==> src/rtl/vga_pkg.sv <==
// vga_pkg: shared field addresses, rectangle record and colour constants for the rectangle compositor
package vga_pkg;
  localparam logic [2:0] F_X0 = 3'd0;
  localparam logic [2:0] F_Y0 = 3'd1;
  localparam logic [2:0] F_X1 = 3'd2;
  localparam logic [2:0] F_Y1 = 3'd3;
  localparam logic [2:0] F_RGB = 3'd4;
  localparam logic [2:0] F_CTRL = 3'd5;
  // Internal coordinate width; COORD_W of the ports must not exceed it
  localparam int CW = 16;
  localparam logic [11:0] RGB_BLACK = 12'h000;
  localparam logic [11:0] RGB_RED = 12'hF00;
  localparam logic [11:0] RGB_GREEN = 12'h0F0;
  localparam logic [11:0] RGB_BLUE = 12'h00F;
  typedef struct packed {
    logic [CW-1:0] x0;
    logic [CW-1:0] y0;
    logic [CW-1:0] x1;
    logic [CW-1:0] y1;
    logic [11:0] rgb;
    logic en;
    logic [3:0] dx;
    logic [3:0] dy;
  } rect_t;
endpackage

==> src/rtl/vga_rect_unit.sv <==
// vga_rect_unit: one rectangle - shadow/active registers, dirty flag, hit test, optional bounce motion
// Ports: clk, rst_n (async active-low); wr_en/wr_field/wr_data program the shadow copy;
// frame_start promotes shadow to active (or moves the rectangle); xpos/ypos in, hit/rgb out.
// Motion is built only when VGA_RECT_BOUNCE_EN is defined.
module vga_rect_unit
  import vga_pkg::*;
#(
  parameter int COORD_W = 12,
  parameter int H_VIS = 640,
  parameter int V_VIS = 480
) (
  input  logic               clk,
  input  logic               rst_n,
  input  logic               wr_en,
  input  logic [2:0]         wr_field,
  input  logic [COORD_W-1:0] wr_data,
  input  logic               frame_start,
  input  logic [COORD_W-1:0] xpos,
  input  logic [COORD_W-1:0] ypos,
  output logic               hit,
  output logic [11:0]        rgb
);
  rect_t shd, act, nxt;
  logic dirty;
  logic [CW-1:0] d, x, y;
  assign d = CW'(wr_data);
  assign x = CW'(xpos);
  assign y = CW'(ypos);
  always_ff @(posedge clk or negedge rst_n) begin
    if (!rst_n) begin
      shd <= '0;
      act <= '0;
      dirty <= 1'b0;
    end else if (frame_start) begin
      act <= dirty ? shd : nxt;
      dirty <= 1'b0;
    end else if (wr_en && wr_field <= F_CTRL) begin
      dirty <= 1'b1;
      case (wr_field)
        F_X0: shd.x0 <= d;
        F_Y0: shd.y0 <= d;
        F_X1: shd.x1 <= d;
        F_Y1: shd.y1 <= d;
        F_RGB: shd.rgb <= d[11:0];
        default: {shd.dy, shd.dx, shd.en} <= d[8:0];
      endcase
    end
  end
  // Empty rectangles (x1<=x0 or y1<=y0) fail the half-open compare naturally
  assign hit = act.en && act.x0 <= x && x < act.x1 && act.y0 <= y && y < act.y1;
  assign rgb = act.rgb;
`ifdef VGA_RECT_BOUNCE_EN
  // Two extra bits so a step below zero stays negative and can be detected
  logic signed [CW+1:0] dxs, dys, nx0, nx1, ny0, ny1;
  logic bx, by;
  always_comb begin
    dxs = (CW+2)'($signed(act.dx));
    dys = (CW+2)'($signed(act.dy));
    nx0 = $signed({2'b00, act.x0}) + dxs;
    nx1 = $signed({2'b00, act.x1}) + dxs;
    ny0 = $signed({2'b00, act.y0}) + dys;
    ny1 = $signed({2'b00, act.y1}) + dys;
    bx = nx0 < 0 || nx1 > H_VIS;
    by = ny0 < 0 || ny1 > V_VIS;
    nxt = act;
    if (act.en) begin
      nxt.dx = bx ? -act.dx : act.dx;
      nxt.x0 = bx ? act.x0 : nx0[CW-1:0];
      nxt.x1 = bx ? act.x1 : nx1[CW-1:0];
      nxt.dy = by ? -act.dy : act.dy;
      nxt.y0 = by ? act.y0 : ny0[CW-1:0];
      nxt.y1 = by ? act.y1 : ny1[CW-1:0];
    end
  end
`else
  logic [31:0] unused_vis;
  assign unused_vis = H_VIS ^ V_VIS;
  assign nxt = act;
`endif
endmodule

==> src/rtl/vga_rect_overlay.sv <==
// vga_rect_overlay: N programmable rectangles composited over a background for the VGA pixel stream
// Ports: CLK, RST (async active-low), P_CLK pixel enable, XPOS/YPOS/DISP_ACTIVE from the sync
// generator, FRAME_START commits pending writes, WR_EN/WR_ADDR/WR_DATA/WR_READY write port,
// Ro/Go/Bo/PIX_VALID registered pixel outputs (one pixel of latency).
// Optional per-frame bounce motion: define VGA_RECT_BOUNCE_EN.
module vga_rect_overlay
  import vga_pkg::*;
#(
  parameter int N_RECT = 4,
  parameter int COORD_W = 12,
  parameter int H_VIS = 640,
  parameter int V_VIS = 480,
  parameter logic [11:0] BG_RGB = RGB_BLACK
) (
  input  logic                      CLK,
  input  logic                      RST,
  input  logic                      P_CLK,
  input  logic [COORD_W-1:0]        XPOS,
  input  logic [COORD_W-1:0]        YPOS,
  input  logic                      DISP_ACTIVE,
  input  logic                      FRAME_START,
  input  logic                      WR_EN,
  input  logic [$clog2(N_RECT)+2:0] WR_ADDR,
  input  logic [COORD_W-1:0]        WR_DATA,
  output logic                      WR_READY,
  output logic [3:0]                Ro,
  output logic [3:0]                Go,
  output logic [3:0]                Bo,
  output logic                      PIX_VALID
);
  localparam int AW = $clog2(N_RECT) + 3;
  logic [N_RECT-1:0] hit;
  logic [11:0] rgb [N_RECT];
  logic [11:0] pix;
  logic wr_acc;
  // Holding writes off during FRAME_START keeps the shadow-to-active copy atomic
  assign WR_READY = ~FRAME_START;
  assign wr_acc = WR_EN & WR_READY;
  for (genvar i = 0; i < N_RECT; i++) begin : g_rect
    vga_rect_unit #(.COORD_W(COORD_W), .H_VIS(H_VIS), .V_VIS(V_VIS)) u_rect (
      .clk(CLK),
      .rst_n(RST),
      .wr_en(wr_acc && (WR_ADDR >> 3) == AW'(i)),
      .wr_field(WR_ADDR[2:0]),
      .wr_data(WR_DATA),
      .frame_start(FRAME_START),
      .xpos(XPOS),
      .ypos(YPOS),
      .hit(hit[i]),
      .rgb(rgb[i])
    );
  end
  // Scan from the top index down so the lowest-index hit is the last to assign
  always_comb begin
    pix = BG_RGB;
    for (int i = N_RECT - 1; i >= 0; i--) pix = hit[i] ? rgb[i] : pix;
  end
  always_ff @(posedge CLK or negedge RST) begin
    if (!RST) begin
      {Ro, Go, Bo} <= RGB_BLACK;
      PIX_VALID <= 1'b0;
    end else if (P_CLK) begin
      {Ro, Go, Bo} <= DISP_ACTIVE ? pix : RGB_BLACK;
      PIX_VALID <= DISP_ACTIVE;
    end
  end
endmodule

==> config.mk <==
export PLATFORM = sky130hd
export DESIGN_NAME = vga_rect_overlay
export DESIGN_NICKNAME = d
export VERILOG_FILES = /design/src/rtl/vga_pkg.sv /design/src/rtl/vga_rect_unit.sv /design/src/rtl/vga_rect_overlay.sv
export SDC_FILE = /design/constraint.sdc
export NUM_CORES = 1
export LEC_CHECK = 0
export ABC_AREA = 0
export BUFFER_PORTS_ARGS = -buffer_cell sky130_fd_sc_hd__buf_2
export CAP_MARGIN = 20
export CORE_MARGIN = 3
export CORE_UTILIZATION = 46
export CTS_BUF_LIST = sky130_fd_sc_hd__clkbuf_8
export CTS_CLUSTER_DIAMETER = 100
export DETAILED_ROUTE_END_ITERATION = 7
export PLACE_DENSITY_LB_ADDON = 0.05
export SLEW_MARGIN = 25
export SYNTH_ARGS = -nofsm -noshare
export SYNTH_HDL_FRONTEND = slang
export SYNTH_SLANG_ARGS = --single-unit
==> constraint.sdc <==
create_clock -name CLK -period 2.75 [get_ports CLK]
set_input_delay 0.55 -clock CLK [delete_from_list [all_inputs] [get_ports CLK]]
set_output_delay 0.55 -clock CLK [all_outputs]
set_load 0.02 [all_outputs]
==> run_results.csv <==
group,metric,value,unit
timing,worst_pin_slew,824,ps
clock_tree,max-clock-path-buffers,3,
clock_tree,cts.clk_slew.worst_paths,60,ps
global_routing,antenna_found_initial,5,
logic_synthesis,syn_inst,1774,
floorplan,rows,82,
clock_tree,cts-htree-levels,3,
critical_path,rrSetupSlack,40,ps
pwr,seqPwrFrac,49.1,%
timing,tns,0,ps
timing,setup_violations,0,
timing,slew_headroom,45.1,%
route,viasPerCell,5.41,
pwr,power_density,612,nW/um2
logic_synthesis,yosys-top-cells-area,"dfrtp_1, mux2_2, ha_1",
route,dr.pass1.iters,4,
logic_synthesis,synth_edf_count,0,
logic_synthesis,postSynthAreaPerCell,13.4,um2
global_routing,grt.overflow.total,0,
flow_run,cap_violations,0,
cells_and_area,area_growth,16.7,%
clock_tree,numClockSinks,505,
floorplan,boundaryPins,61,
floorplan,die-area,54300,um2
pwr,p_int,12.6,mW
floorplan,die_h,233,um
critical_path,worst_setup_path_end_kind,"flip-flop",
pwr,p_comb_share,12.1,%
critical_path,arrival,3250,ps
logic_synthesis,netlist.area_leader.share,53.3,%
logic_synthesis,yosysTopAreaCell,"dfrtp_1",
min_path,hp-class,"in2reg",
cells_and_area,final_area,27700,um2
timing,finalClockSkew,20.9,ps
route,vias,14700,
global_routing,grt_pass1_vias,15500,
critical_path,startpoint_type,"flip-flop",
pwr,switchingPower,4.37,mW
global_routing,grt_max_degree,82,
cells_and_area,fillers,4342,
clock_tree,cts-root-buf,"clkbuf_8",
route,wirelength,60.5,mm
logic_synthesis,synth_fp_nets,2005,
place,place_area,25800,um2
global_routing,grt_usage,23.0,%
pwr,power.share.clock,38.9,%
route,drt_iter0_markers,672,
cells_and_area,nets,2219,
logic_synthesis,synth.most_common_cell,"dfrtp_1",
route,postRouteAntennaNets,0,
timing,layout_min_cycle_time,2710,ps
run_status,run_status,"finished clean",
critical_path,critical_path_required,3290,ps
timing,finalHoldViolCount,0,
logic_synthesis,yosysSeqAreaShare,53.3,%
floorplan,start_util,46.9,%
place,gp_congestion,0.822,
clock_tree,clock_latency,660,ps
place,portBuffers,60,
logic_synthesis,synthTopCellsByCount,"dfrtp_1, mux2_2, ha_1",
clock_tree,numCtsBuffers,89,
route,wl_per_cell,22.3,um
floorplan,core_area,50600,um2
logic_synthesis,ys.flop_type,"dfrtp_1",
floorplan,fp.dieW,233,um
critical_path,worstPathMaxFanout,7,
timing,rsz0062_at_grt,"true",
pwr,power_leakage,14.0,nW
cells_and_area,drive_gt1_share,40.8,%
global_routing,grt_pass1_wl,93.0,mm
route,drc_errors,0,
timing,fmax,369,MHz
clock_tree,cts_tree,"built",
pwr,p_total,16.9,mW
pwr,p_sw_share,25.8,%
place,hpwl,41.1,mm
logic_synthesis,synth-seq-cells,505,
timing,maxSlewViolCount,0,
logic_synthesis,ys_warn_count,0,
logic_synthesis,synthesis.area,23700,um2
timing,fin_crit_sh,98.5,%
logic_synthesis,synth_cell_types,60,
logic_synthesis,async_reset_ff_share,100,%
pwr,irDropWorstVdd,412,uV
cells_and_area,fin_util,54.7,%
critical_path,crit_type,"reg2reg",
[cell type report]
type | count | area [um2] | area share, %
diodes | 4 | 10.0 | 0.0362
clock buffers | 105 | 1450 | 5.22
clock inverters | 39 | 219 | 0.792
inverters | 127 | 490 | 1.77
multi-input cells | 1065 | 10400 | 37.8
flip-flops and latches | 505 | 12600 | 45.7
well taps | 672 | 841 | 3.04
repair buffers | 200 | 1580 | 5.70
[through the flow]
stage	std cells	worst slack, ps	hold slack, ps
after floorplan	1774	77.9	254
after global placement	2565	-576	469
after detailed placement	2565	-640	477
after CTS	2711	4.71	148
after global routing	2716	-94.3	202
final	2717	41.2	242
[final timing paths]
path / start / cells after the start / to
max in group asynchronous: RST / 3 / g_rect[3].u_rect.act[60]
max reg2reg: g_rect[2].u_rect.act[70] / 12 / Ro[3]
min: P_CLK / 3 / PIX_VALID
max: g_rect[2].u_rect.act[70] / 12 / Ro[3]
min reg2reg: g_rect[0].u_rect.shd[23] / 1 / g_rect[0].u_rect.shd[23]
min in group asynchronous: RST / 2 / g_rect[0].u_rect.shd[37]
[timing repair]
item / 4_1_cts / 5_1_grt
hold buffers: 1 / 0
resized for setup: 8 / 31
setup endpoints to repair: 12 / 12
setup buffers: 1 / 0
pin swaps: 4 / 17
hold endpoints to repair: 42 / 0
cloned: 0 / 2
[layer usage]
metal  part of all wire (%)  vias up  wire length [um]  GRT usage, %
met5                  0.015        -                 9             0
met4                    2.6        2              1550          7.02
met3                    3.5       97              2100          4.21
met2                     46      228             28000          36.6
met1                     48     7588             28800          32.2
li1                       -     6777                 -             -
[cells in the final DEF, fill, tap and decap left out, drive strengths merged, types with 10 or more instances in the layout]
master,n
buf,199
nand4,31
a21oi,69
mux2,488
a21o,14
clkbuf,105
ha,184
and2b,10
nand2,39
nor3,25
o31ai,12
a211oi,14
nand2b,11
o21ai,24
a221oi,14
dfrtp,505
nor2b,13
nand3,18
nor2,49
inv,155
[state kept, by name, indices dropped and copies added, names as in the netlist]
register,flops
Go,4
g_rect.u_rect.dirty,4
PIX_VALID,1
Bo,4
g_rect.u_rect.act,196
g_rect.u_rect.rgb,48
Ro,4
g_rect.u_rect.shd,244
[power groups by stage]
stage          sequential (mW)  clock (mW)  combinational [mW]
2_1_floorplan             8.31           0                1.20
3_3_place_gp              8.42           0                1.95
3_5_place_dp              8.44           0                2.01
4_1_cts                   8.31        6.83                2.04
5_1_grt                   8.37        7.16                2.29
6_report                  8.31        6.58                2.04
[kinds of logic (layout without fill, tap and decap cells)]
kind of cell    after synthesis  count (layout)  synth area share, %
compound gates              180             180                 5.53
other cells                   0               4                    0
mux                         490             490                 23.3
fa+ha+maj                   184             184                 9.71
simple gates                211             211                 4.74
flops                       505             505                 53.3
buf+inv                     204             471                 3.45
[worst max-delay path: stages, from the launching register on]
cell      delay (ps)
dfrtp_1          390
ha_1             290
nor2b_1          140
o211ai_1         210
a211o_1          170
a31oi_2           70
buf_4            160
nor4_4           410
a211oi_4         110
buf_6            160
buf_12           140
a221oi_2         240
o31ai_2           90
Power figures use the tool's default switching activity.
